$ cat config.mk
export PLATFORM = sky130hd
export DESIGN_NAME = if_stage_flat
export DESIGN_NICKNAME = d
export VERILOG_FILES = /design/src/rtl/if_stage_pkg.sv /design/src/rtl/if_stage_if.sv /design/src/rtl/if_stage_if_id_reg.sv /design/src/rtl/if_stage.sv /design/src/flat_wrapper.sv
export SDC_FILE = /design/constraint.sdc
export NUM_CORES = 1
export LEC_CHECK = 0
export ABC_AREA = 1
export CAP_MARGIN = 20
export CORE_UTILIZATION = 50
export CTS_CLUSTER_SIZE = 25
export DETAILED_ROUTE_END_ITERATION = 8
export PLACE_DENSITY = 0.85
export SLEW_MARGIN = 5
export SYNTH_ARGS = -nofsm -noshare
export SYNTH_HDL_FRONTEND = slang
export SYNTH_SLANG_ARGS = --single-unit
export TNS_END_PERCENT = 30
$ cat constraint.sdc
create_clock -name CLK -period 11.5 [get_ports CLK]
set_input_delay 1.725 -clock CLK [delete_from_list [all_inputs] [get_ports CLK]]
set_output_delay 1.725 -clock CLK [all_outputs]
set_load 0.02 [all_outputs]
$ cat src/rtl/if_stage_pkg.sv
`default_nettype none
// ============================================================================
// Module      : if_stage_pkg
// Description : Shared fetch-side definitions for the RV32I core: reset PC and
//               NOP constants, fetch FSM state encoding, and the IF/ID bundle
//               also consumed by the decoder.
// Revision    : 1.0 - initial release
// ============================================================================
package if_stage_pkg;

    localparam logic [31:0] C_RESET_PC  = 32'h0000_0000;
    // addi x0,x0,0
    localparam logic [31:0] C_NOP_INSTR = 32'h0000_0013;

    typedef enum logic [1:0] {
        ST_BOOT = 2'd0,
        ST_RUN  = 2'd1,
        ST_HALT = 2'd2
    } fetch_state_t;

    typedef struct packed {
        logic        valid;
        logic [31:0] pc;
        logic [31:0] pc4;
        logic [31:0] instr;
    } ifid_t;

    function automatic logic is_aligned(input logic [31:0] addr);
        return (addr[1:0] == 2'b00);
    endfunction

endpackage
`default_nettype wire

$ cat src/rtl/if_stage_if.sv
`default_nettype none
// ============================================================================
// Module      : if_stage_if
// Description : Bundle of the fetch-stage control, instruction-memory and
//               IF/ID signals. The slave modport is the fetch stage's view;
//               the master modport is the surrounding core (or bench).
//   Inputs to the stage : stall_i, redirect_valid_i, redirect_pc_i, halt_i,
//                         resume_i, instr_i
//   Outputs of the stage: pc_o, ifid_valid_o, ifid_pc_o, ifid_pc4_o,
//                         ifid_instr_o, misalign_o, fetch_cnt_o, state_o
// Revision    : 1.0 - initial release
// ============================================================================
interface if_stage_if;
    logic        stall_i;
    logic        redirect_valid_i;
    logic [31:0] redirect_pc_i;
    logic        halt_i;
    logic        resume_i;
    logic [31:0] instr_i;
    logic [31:0] pc_o;
    logic        ifid_valid_o;
    logic [31:0] ifid_pc_o;
    logic [31:0] ifid_pc4_o;
    logic [31:0] ifid_instr_o;
    logic        misalign_o;
    logic [31:0] fetch_cnt_o;
    logic [1:0]  state_o;

    modport slave (
        input  stall_i, redirect_valid_i, redirect_pc_i, halt_i, resume_i, instr_i,
        output pc_o, ifid_valid_o, ifid_pc_o, ifid_pc4_o, ifid_instr_o,
               misalign_o, fetch_cnt_o, state_o
    );

    modport master (
        output stall_i, redirect_valid_i, redirect_pc_i, halt_i, resume_i, instr_i,
        input  pc_o, ifid_valid_o, ifid_pc_o, ifid_pc4_o, ifid_instr_o,
               misalign_o, fetch_cnt_o, state_o
    );
endinterface
`default_nettype wire

$ cat src/rtl/if_stage_if_id_reg.sv
`default_nettype none
// ============================================================================
// Module      : if_id_reg
// Description : Pipeline latch with hold and flush controls. Flush loads a
//               bubble (valid=0, pc/pc4=0, NOP) and wins over hold; hold keeps
//               every field, valid included.
//   clk, rst (async, active-high), i_hold, i_flush, i_d -> o_q
// Revision    : 1.0 - initial release
// ============================================================================
module if_id_reg
    import if_stage_pkg::*;
#(
    parameter logic [31:0] NOP_INSTR = C_NOP_INSTR
) (
    input  wire logic  clk,
    input  wire logic  rst,
    input  wire logic  i_hold,
    input  wire logic  i_flush,
    input  wire ifid_t i_d,
    output ifid_t      o_q
);

    localparam ifid_t C_BUBBLE = '{valid: 1'b0, pc: 32'h0, pc4: 32'h0, instr: NOP_INSTR};

    ifid_t r_q;

    always_ff @(posedge clk or posedge rst) begin
        if (rst) begin
            r_q <= C_BUBBLE;
        end else if (i_flush) begin
            r_q <= C_BUBBLE;
        end else if (!i_hold) begin
            r_q <= i_d;
        end
    end

    assign o_q = r_q;

endmodule
`default_nettype wire

$ cat src/rtl/if_stage.sv
`default_nettype none
// ============================================================================
// Module      : if_stage
// Description : RV32I instruction-fetch front end. Owns the PC, drives it to
//               instruction memory, captures the returned word into the IF/ID
//               latch. Handles boot delay, stall, redirect/flush, halt/resume
//               and misaligned redirect targets.
//   CLK, RESET (async, active-high), bus (if_stage_if.slave)
//   BOOT_CYCLES legal range 1..15.
// Revision    : 1.0 - initial release
// ============================================================================
module if_stage
    import if_stage_pkg::*;
#(
    parameter logic [31:0] RESET_PC    = C_RESET_PC,
    parameter int unsigned BOOT_CYCLES = 2,
    parameter logic [31:0] NOP_INSTR   = C_NOP_INSTR
) (
    input  wire logic  CLK,
    input  wire logic  RESET,
    if_stage_if.slave  bus
);

    localparam logic [3:0]  C_BOOT_LAST = 4'(BOOT_CYCLES - 1);
    // The fetch address is word aligned by construction.
    localparam logic [31:0] C_PC_INIT   = {RESET_PC[31:2], 2'b00};

    fetch_state_t r_state, w_state_nxt;
    logic [3:0]   r_boot_cnt, w_boot_nxt;
    logic [31:0]  r_pc, w_pc_nxt;
    logic         r_misalign, w_misalign_nxt;
    logic [31:0]  r_fetch_cnt;
    logic         w_cnt_inc;
    logic         w_hold;
    logic         w_flush;
    logic [31:0]  w_pc4;
    logic         w_redir_ok;
    ifid_t        w_ifid_d;
    ifid_t        w_ifid_q;

    assign w_pc4      = r_pc + 32'd4;
    assign w_redir_ok = is_aligned(bus.redirect_pc_i);
    assign w_ifid_d   = '{valid: 1'b1, pc: r_pc, pc4: w_pc4, instr: bus.instr_i};

    always_ff @(posedge CLK or posedge RESET) begin
        if (RESET) begin
            r_state     <= ST_BOOT;
            r_boot_cnt  <= 4'd0;
            r_pc        <= C_PC_INIT;
            r_misalign  <= 1'b0;
            r_fetch_cnt <= 32'd0;
        end else begin
            r_state     <= w_state_nxt;
            r_boot_cnt  <= w_boot_nxt;
            r_pc        <= w_pc_nxt;
            r_misalign  <= w_misalign_nxt;
            r_fetch_cnt <= r_fetch_cnt + {31'd0, w_cnt_inc};
        end
    end

    always_comb begin
        w_state_nxt    = r_state;
        w_boot_nxt     = r_boot_cnt;
        w_pc_nxt       = r_pc;
        w_misalign_nxt = 1'b0;
        w_cnt_inc      = 1'b0;
        w_hold         = 1'b0;
        w_flush        = 1'b0;

        case (r_state)
            ST_BOOT: begin
                w_flush    = 1'b1;
                w_boot_nxt = r_boot_cnt + 4'd1;
                if (r_boot_cnt == C_BOOT_LAST) begin
                    w_state_nxt = ST_RUN;
                end
            end
            ST_RUN: begin
                if (bus.redirect_valid_i && w_redir_ok) begin
                    // Redirect beats stall and halt; a coincident halt parks
                    // at the new target so it is fetched on resume.
                    w_pc_nxt = {bus.redirect_pc_i[31:2], 2'b00};
                    w_flush  = 1'b1;
                    if (bus.halt_i) begin
                        w_state_nxt = ST_HALT;
                    end
                end else if (bus.redirect_valid_i) begin
                    w_flush        = 1'b1;
                    w_misalign_nxt = 1'b1;
                    w_state_nxt    = ST_HALT;
                end else if (bus.halt_i) begin
                    // Current pc is not consumed; it is refetched on resume.
                    w_flush     = 1'b1;
                    w_state_nxt = ST_HALT;
                end else if (bus.stall_i) begin
                    w_hold = 1'b1;
                end else begin
                    w_pc_nxt  = w_pc4;
                    w_cnt_inc = 1'b1;
                end
            end
            ST_HALT: begin
                w_flush = 1'b1;
                if (bus.redirect_valid_i) begin
                    if (w_redir_ok) begin
                        w_pc_nxt = {bus.redirect_pc_i[31:2], 2'b00};
                    end else begin
                        w_misalign_nxt = 1'b1;
                    end
                end
                if (bus.resume_i) begin
                    w_state_nxt = ST_RUN;
                end
            end
            default: begin
                w_flush     = 1'b1;
                w_state_nxt = ST_BOOT;
            end
        endcase
    end

    if_id_reg #(
        .NOP_INSTR (NOP_INSTR)
    ) u_if_id_reg (
        .clk     (CLK),
        .rst     (RESET),
        .i_hold  (w_hold),
        .i_flush (w_flush),
        .i_d     (w_ifid_d),
        .o_q     (w_ifid_q)
    );

    assign bus.pc_o         = r_pc;
    assign bus.ifid_valid_o = w_ifid_q.valid;
    assign bus.ifid_pc_o    = w_ifid_q.pc;
    assign bus.ifid_pc4_o   = w_ifid_q.pc4;
    assign bus.ifid_instr_o = w_ifid_q.instr;
    assign bus.misalign_o   = r_misalign;
    assign bus.fetch_cnt_o  = r_fetch_cnt;
    assign bus.state_o      = r_state;

endmodule
`default_nettype wire
$ cat src/flat_wrapper.sv
// flat-port wrapper written by rule: the top's interface ports become plain ports
module if_stage_flat import if_stage_pkg::*;
#(
    parameter logic [31:0] RESET_PC    = C_RESET_PC,
    parameter int unsigned BOOT_CYCLES = 2,
    parameter logic [31:0] NOP_INSTR   = C_NOP_INSTR
)
  (CLK, RESET, bus_stall_i, bus_redirect_valid_i, bus_redirect_pc_i, bus_halt_i, bus_resume_i, bus_instr_i, bus_pc_o, bus_ifid_valid_o, bus_ifid_pc_o, bus_ifid_pc4_o, bus_ifid_instr_o, bus_misalign_o, bus_fetch_cnt_o, bus_state_o);
  if_stage_if bus_i ();
  input  wire logic CLK;
  input  wire logic RESET;
  input wire logic [$bits(bus_i.stall_i)-1:0] bus_stall_i;
  input wire logic [$bits(bus_i.redirect_valid_i)-1:0] bus_redirect_valid_i;
  input wire logic [$bits(bus_i.redirect_pc_i)-1:0] bus_redirect_pc_i;
  input wire logic [$bits(bus_i.halt_i)-1:0] bus_halt_i;
  input wire logic [$bits(bus_i.resume_i)-1:0] bus_resume_i;
  input wire logic [$bits(bus_i.instr_i)-1:0] bus_instr_i;
  output wire logic [$bits(bus_i.pc_o)-1:0] bus_pc_o;
  output wire logic [$bits(bus_i.ifid_valid_o)-1:0] bus_ifid_valid_o;
  output wire logic [$bits(bus_i.ifid_pc_o)-1:0] bus_ifid_pc_o;
  output wire logic [$bits(bus_i.ifid_pc4_o)-1:0] bus_ifid_pc4_o;
  output wire logic [$bits(bus_i.ifid_instr_o)-1:0] bus_ifid_instr_o;
  output wire logic [$bits(bus_i.misalign_o)-1:0] bus_misalign_o;
  output wire logic [$bits(bus_i.fetch_cnt_o)-1:0] bus_fetch_cnt_o;
  output wire logic [$bits(bus_i.state_o)-1:0] bus_state_o;
  assign bus_i.stall_i = bus_stall_i;
  assign bus_i.redirect_valid_i = bus_redirect_valid_i;
  assign bus_i.redirect_pc_i = bus_redirect_pc_i;
  assign bus_i.halt_i = bus_halt_i;
  assign bus_i.resume_i = bus_resume_i;
  assign bus_i.instr_i = bus_instr_i;
  assign bus_pc_o = bus_i.pc_o;
  assign bus_ifid_valid_o = bus_i.ifid_valid_o;
  assign bus_ifid_pc_o = bus_i.ifid_pc_o;
  assign bus_ifid_pc4_o = bus_i.ifid_pc4_o;
  assign bus_ifid_instr_o = bus_i.ifid_instr_o;
  assign bus_misalign_o = bus_i.misalign_o;
  assign bus_fetch_cnt_o = bus_i.fetch_cnt_o;
  assign bus_state_o = bus_i.state_o;
  if_stage #(.RESET_PC(RESET_PC), .BOOT_CYCLES(BOOT_CYCLES), .NOP_INSTR(NOP_INSTR)) u_core (.CLK(CLK), .RESET(RESET), .bus(bus_i));
endmodule
# After elaboration in Yosys (flattened, before gate mapping)
# Index checks and enable logic that the tools add are counted.
[classes]
n_reduce_logical = 6
eq_ne = 11
mux = 34
add_sub_neg = 3
[op_table]
columns = ["operator", "count"]
rows = [
  ["2-to-1 mux 97 bit", 2],
  ["2-to-1 mux 32 bit", 6],
  ["one-hot mux 32 bit (2 select lines)", 1],
  ["adder 32 x 1 -> 32 bit", 1],
  ["adder 32 x 3 -> 32 bit, second input constant", 1],
  ["2-to-1 mux 1 bit", 18],
  ["2-to-1 mux 2 bit", 5],
  ["inequality test 3 x 2 -> 1 bit, second input constant", 3],
  ["inequality test 2 x 1 -> 1 bit, second input constant", 3],
  ["one-hot mux 2 bit (3 select lines)", 1],
  ["AND reduction 6 bit", 1],
  ["adder 4 x 1 -> 4 bit, second input constant", 1],
  ["== test 4 x 1 -> 1 bit, second input constant", 1],
  ["zero test 2 bit", 2],
  ["inequality test 2 bit, second input constant", 2],
  ["== test 2 x 1 -> 1 bit, second input constant", 1],
  ["== test 2 bit, second input constant", 1],
  ["one-hot mux 1 bit (2 select lines)", 1],
  ["AND reduction 2 bit", 1],
  ["nonzero test 2 bit", 1],
  ["logical AND 1 bit", 1],
]
[totals]
register_bits = 168
input_bits = 70

# Depth between registers and ports, before layout
[logic_depth]
word_depth = 7
mapped_depth = 15
ltp_nobuf = 14

# Cells and area by module
# From an unflattened synthesis, not the netlist that was laid out.
[hier_totals]
cells_unflattened = 1082
area_unflattened_um2 = 8428.1
[modules_own_cells]
columns = ["mod", "instances", "area_each_um2", "cells_each", "seq_area_each_um2"]
rows = [
  ["if_stage", 1, 4530.6, 652, 1726.7],
  ["if_id_reg", 1, 3897.5, 430, 2431.1],
]

# Least setup slack after synthesis
# Ideal clock, no wire load.
[synth_timing]
kind = "input to register"
startpoint = "input port bus_halt_i"
endpoint = "register u_core.r_fetch_cnt[30], in the netlist u_core.bus.fetch_cnt_o[30]"
t_arrival_ns = 3.518
slack_ns = 7.859
cell_stages = 13
path_buffers = 1
required_time_ns = 11.377
setup_time_ns = 0.123
path_cell_list = "nor2_1 nand2_1 nor2_4 buf_2 ha_1 ha_1 inv_1 nor2_2 nand2_1 nor2_4 nand4_1 o21ai_0 nand2_1"
[synth_between]
elab_chain_len = 5
[synth_rtl]
columns = ["item", "line", "source"]
rows = [
  ["start, declared", "flat_wrapper.sv:15", "input wire logic [$bits(bus_i.halt_i)-1:0] bus_halt_i;"],
  ["2-to-1 mux 1 bit", "if_stage.sv:91", "end else if (bus.halt_i) begin"],
  ["2-to-1 mux 1 bit", "if_stage.sv:87", "end else if (bus.redirect_valid_i) begin"],
  ["2-to-1 mux 1 bit", "if_stage.sv:79", "if (bus.redirect_valid_i && w_redir_ok) begin"],
  ["2-to-1 mux 1 bit", "if_stage.sv:70", "case (r_state)"],
  ["adder 32 x 1 -> 32 bit", "if_stage.sv:57", "r_fetch_cnt <= r_fetch_cnt + {31'd0, w_cnt_inc};"],
  ["end signal, assigned", "if_stage.sv:57", ""],
  ["end, declared", "if_stage.sv:32", "logic [31:0] r_fetch_cnt;"],
]
# No other way between the ends.
# A chain may end at the register's enable or synchronous reset.

# Worst setup path in the final report
[layout_timing]
startpoint = "input port bus_redirect_valid_i"
endpoint = "register u_core.r_fetch_cnt[30], in the netlist u_core.bus.fetch_cnt_o[30]"
[layout_between]
elab_chain_len = 4
word_cells_on_any_way = 5
[layout_rtl]
columns = ["item", "line", "source"]
rows = [
  ["start, declared", "flat_wrapper.sv:13", "input wire logic [$bits(bus_i.redirect_valid_i)-1:0] bus_redirect_valid_i;"],
  ["2-to-1 mux 1 bit / logical AND 1 bit (equally long branches)", "if_stage.sv:87, if_stage.sv:79", ""],
  ["2-to-1 mux 1 bit (*)", "if_stage.sv:79", ""],
  ["2-to-1 mux 1 bit (*)", "if_stage.sv:70", ""],
  ["adder 32 x 1 -> 32 bit (*)", "if_stage.sv:57", ""],
]
# Every way passes the cells marked *; elsewhere a longest branch is shown, timed or not.

==> flow_summary_export.csv <==
group,metric,value,unit
status,status,"finished clean",
sta,setup_tns,0,ns
clocking,numCtsBuffers,17,
cells_and_area,fin_area,0.01064,mm²
synth,synth_top_family_by_area,"simple AND/OR/NAND/NOR gates",
clocking,cts_setup_buffers,0,
placed_design,post-dp-hpwl,15620,µm
setup_path,worstPathMaxFanout,61,
min_path,hp-class,"reg -> reg",
min_path,hold_path_startpoint,"u_core.bus.fetch_cnt_o[31]",
floorplanning,ios,234,
clocking,clk_latency,0.43,ns
setup_path,critPathLaunchType,"input pin",
setup_path,reg2reg_from,"u_core.bus.state_o[1]",
global_routing,antenna_found_initial,0,
setup_path,cp_cell_sequence,"clkdlybuf4s50_1, nor2_1, nand2_1, nor2_4, buf_4, ha_1, ha_1, inv_1, nor2_2, nand2_1, nor2_4, nand4_1, o21ai_0, nand2_1",
sta,fmax,0.2313,GHz
cells_and_area,areaGrowthSynthToFinish,38.50,%
drt,vias,7005,
power,ir_drop,106.1,µV
synth,synth_top_area_share,0.5181,
global_routing,grt_pass1_wl,35350,µm
synth,synth_compound_area_frac,0.1116,
drt,ant_nets,0,
sta,hold_viol,0,
sta,rsz0062_at_grt,"no",
cells_and_area,antenna_cells,0,
clocking,cts_resized,0,
clocking,htree_levels,4,
flow_run,cap_violations,0,
floorplanning,dieArea,0.01586,mm²
power,leakagePower,4.860,nW
setup_path,endpoint_kind,"register",
global_routing,grt_max_degree,91,
drt,detail_route.vias_per_cell,5.413,
synth,synth.avg_cell_area,8.747,µm²
clocking,clkTransAtPathRegs,0.06,ns
placed_design,port_buffers,227,
setup_path,critPathKind,"in -> reg",
synth,yosysSeqAreaShare,0.5283,
sta,holdWs,0.4755,ns
floorplanning,die_height,125.9,µm
floorplanning,rows,44,
placed_design,placed_area,0.01006,mm²
power,power.density,188.1,mW/mm²
cells_and_area,nNetsFinal,1177,
clocking,clock_path_buffers,2,
placed_design,dp_slack,6.699,ns
floorplanning,dieWidth,125.9,µm
floorplanning,start_util,0.5205,
synth,synth.area.top_cells,"dfrtp_1 (52%), nand2_1 (12%), a22o_1 (4.6%), nor2_1 (4.3%), xor2_1 (3.4%)",
setup_path,slowest_stage,"buf_4",
setup_path,crit_arrival,4.64,ns
floorplanning,coreArea,0.01475,mm²
synth,synthSimpleGateAreaFrac,0.2423,
synth,ys_warn_count,0,
min_path,holdPathStages,1,
global_routing,overflow,0,
clocking,cts_root_buf,"clkbuf_16",
drt,wirelength,21970,µm
clocking,tritoncts,"done",
synth,synth_top_area_cell,"dfrtp_1",
sta,setup_violations,0,
setup_path,critPathLaunch,"bus_redirect_valid_i",
drt,drc,0,
synth,ys_types,38,
setup_path,critPathMaxStageDelay,0.53,ns
setup_path,required,11.81,ns
clocking,cts_hold_buf,0,
synth,syn_inst,878,
min_path,min_to,"u_core.bus.fetch_cnt_o[31]",
setup_path,crit_top_cell,"nand2_1",
drt,wire_per_inst,16.98,µm
drt,drtPass1Iterations,5,
cells_and_area,drive_gt1_frac,0.06847,
sta,period_share,0.3759,
sta,min_period,4.323,ns
synth,synth_area,0.007680,mm²
drt,drtIter0Drc,608,
global_routing,grt_pass1_vias,6760,
sta,fin_skew,0.01114,ns
setup_path,reg2reg_depth,14,
global_routing,grt_usage,0.2851,
synth,yosys_register_bits,162,
sta,slew_violations,0,
synth,synthAdderAreaFrac,0.01466,
sta,finalWorstSetupSlack,7.177,ns
setup_path,r2r_end,"u_core.bus.fetch_cnt_o[30]",
clocking,cts_num_sinks,162,
placed_design,gp_congestion,0.9256,
synth,synthXorXnorAreaFrac,0.04888,
sta,slew_headroom,0.3279,
synth,synthMuxAreaShare,0,
sta,tightestPinTransition,1.008,ns
setup_path,r2r_slack,8.29,ns
[state kept, by name, indices dropped and copies added (netlist names)]
signal and count:
u_core.bus.fetch_cnt_o 32, u_core.bus.misalign_o 1, u_core.bus.state_o 2, u_core.u_if_id_reg.o_q 93
u_core.bus.pc_o 30, u_core.r_boot_cnt 4
[synth_stat cells]
cell type,instances
o21ai_1,13
nor2_1,88
nand4_1,5
nor2_4,6
and2_1,1
nor3b_1,1
buf_2,21
a22o_1,40
buf_4,6
a21oi_1,23
dfrtp_1,159
o211ai_1,4
ha_1,9
nand2_1,254
nor3_2,4
a21o_1,1
nor3b_2,1
conb_1,1
dfstp_2,3
xor2_2,1
o21ai_2,2
nand3_1,45
or2_2,2
nor3_1,13
clkbuf_1,7
a22oi_1,7
buf_1,1
o22a_1,3
nor2_2,8
o21ai_0,36
xor2_1,30
xnor2_1,11
nand2_2,5
o22ai_1,2
inv_2,6
nand3_2,2
inv_1,56
nand3b_1,1
[critical path: cells and delay by family]
kind | cells | cell delay [ns]
and+or+nand+nor | 8 | 1.11
buffers and inverters | 3 | 1.02
adders and majority gates | 2 | 0.54
AOI/OAI and AO/OA | 1 | 0.21
[worst max-delay path by stage]
stage | endpoint | slack [ns]
6_report | u_core.bus.fetch_cnt_o[30] | 7.18
5_1_grt | u_core.bus.fetch_cnt_o[30] | 6.86
4_1_cts | u_core.bus.fetch_cnt_o[30] | 7.16
3_5_place_dp | u_core.bus.fetch_cnt_o[30] | 6.70
3_3_place_gp | u_core.bus.fetch_cnt_o[30] | 6.84
2_1_floorplan | u_core.bus.fetch_cnt_o[0] | 5.40
[report_power, final]
| part | switching [mW] | leakage [nW] | internal (mW) |
|---|---|---|---|
| logic | 0.409 | 2.44 | 0.269 |
| registers | 0.110 | 2.15 | 0.652 |
| clock network | 0.239 | 0.274 | 0.322 |
| total | 0.758 | 4.86 | 1.24 |
[placed cells by master (no fill, tap or decap), types with 11 or more instances in the layout]
cell type and count:
a21oi_1 23, a22o_1 40, clkbuf_16 17, clkdlybuf4s50_1 227, dfrtp_1 159, inv_1 55
nand2_1 254, nand3_1 45, nor2_1 88, nor3_1 13, o21ai_0 36, o21ai_1 13
xnor2_1 11, xor2_1 30
[logic make-up after synthesis]
kind of cell,count (synthesis)
and+or+nand+nor,436
DFF,162
AOI/OAI and AO/OA,131
buffers and inverters,97
xor gates and xnor gates,42
adders and majority gates,9
other,1
[layer usage]
| metal | share of wire | routed length (µm) | GRT usage | vias to the layer above |
|---|---|---|---|---|
| met1 | 0.41 | 9113 | 0.3687 | 3349 |
| met2 | 0.49 | 10720 | 0.4768 | 321 |
| met4 | 0.026 | 574 | 0.1084 | 0 |
| met5 | 0 | 0 | 0 | - |
| li1 | - | - | - | 3292 |
| met3 | 0.071 | 1561 | 0.05395 | 43 |
[final cells by class]
| cell class | instances | area (µm²) |
|---|---|---|
| Clock buffer | 17 | 425.4 |
| Clock inverter | 14 | 155.1 |
| Fill cell | 1116 | 4118 |
| Inverter | 62 | 237.7 |
| Multi-Input combinational cell | 624 | 3228 |
| Sequential cell | 162 | 4058 |
| Tap cell | 184 | 230.2 |
| Timing Repair Buffer | 231 | 2302 |
[stage by stage]
stage                     power [mW]  instances  utilization
final                          2.001       1294       0.7209
after global routing           2.112       1294       0.7209
after CTS                      2.005       1294       0.7209
after detailed placement       1.441       1263       0.6816
after global placement         1.426       1263       0.6816
after floorplan                1.155        883            -
(Power assumes the default switching activity.)
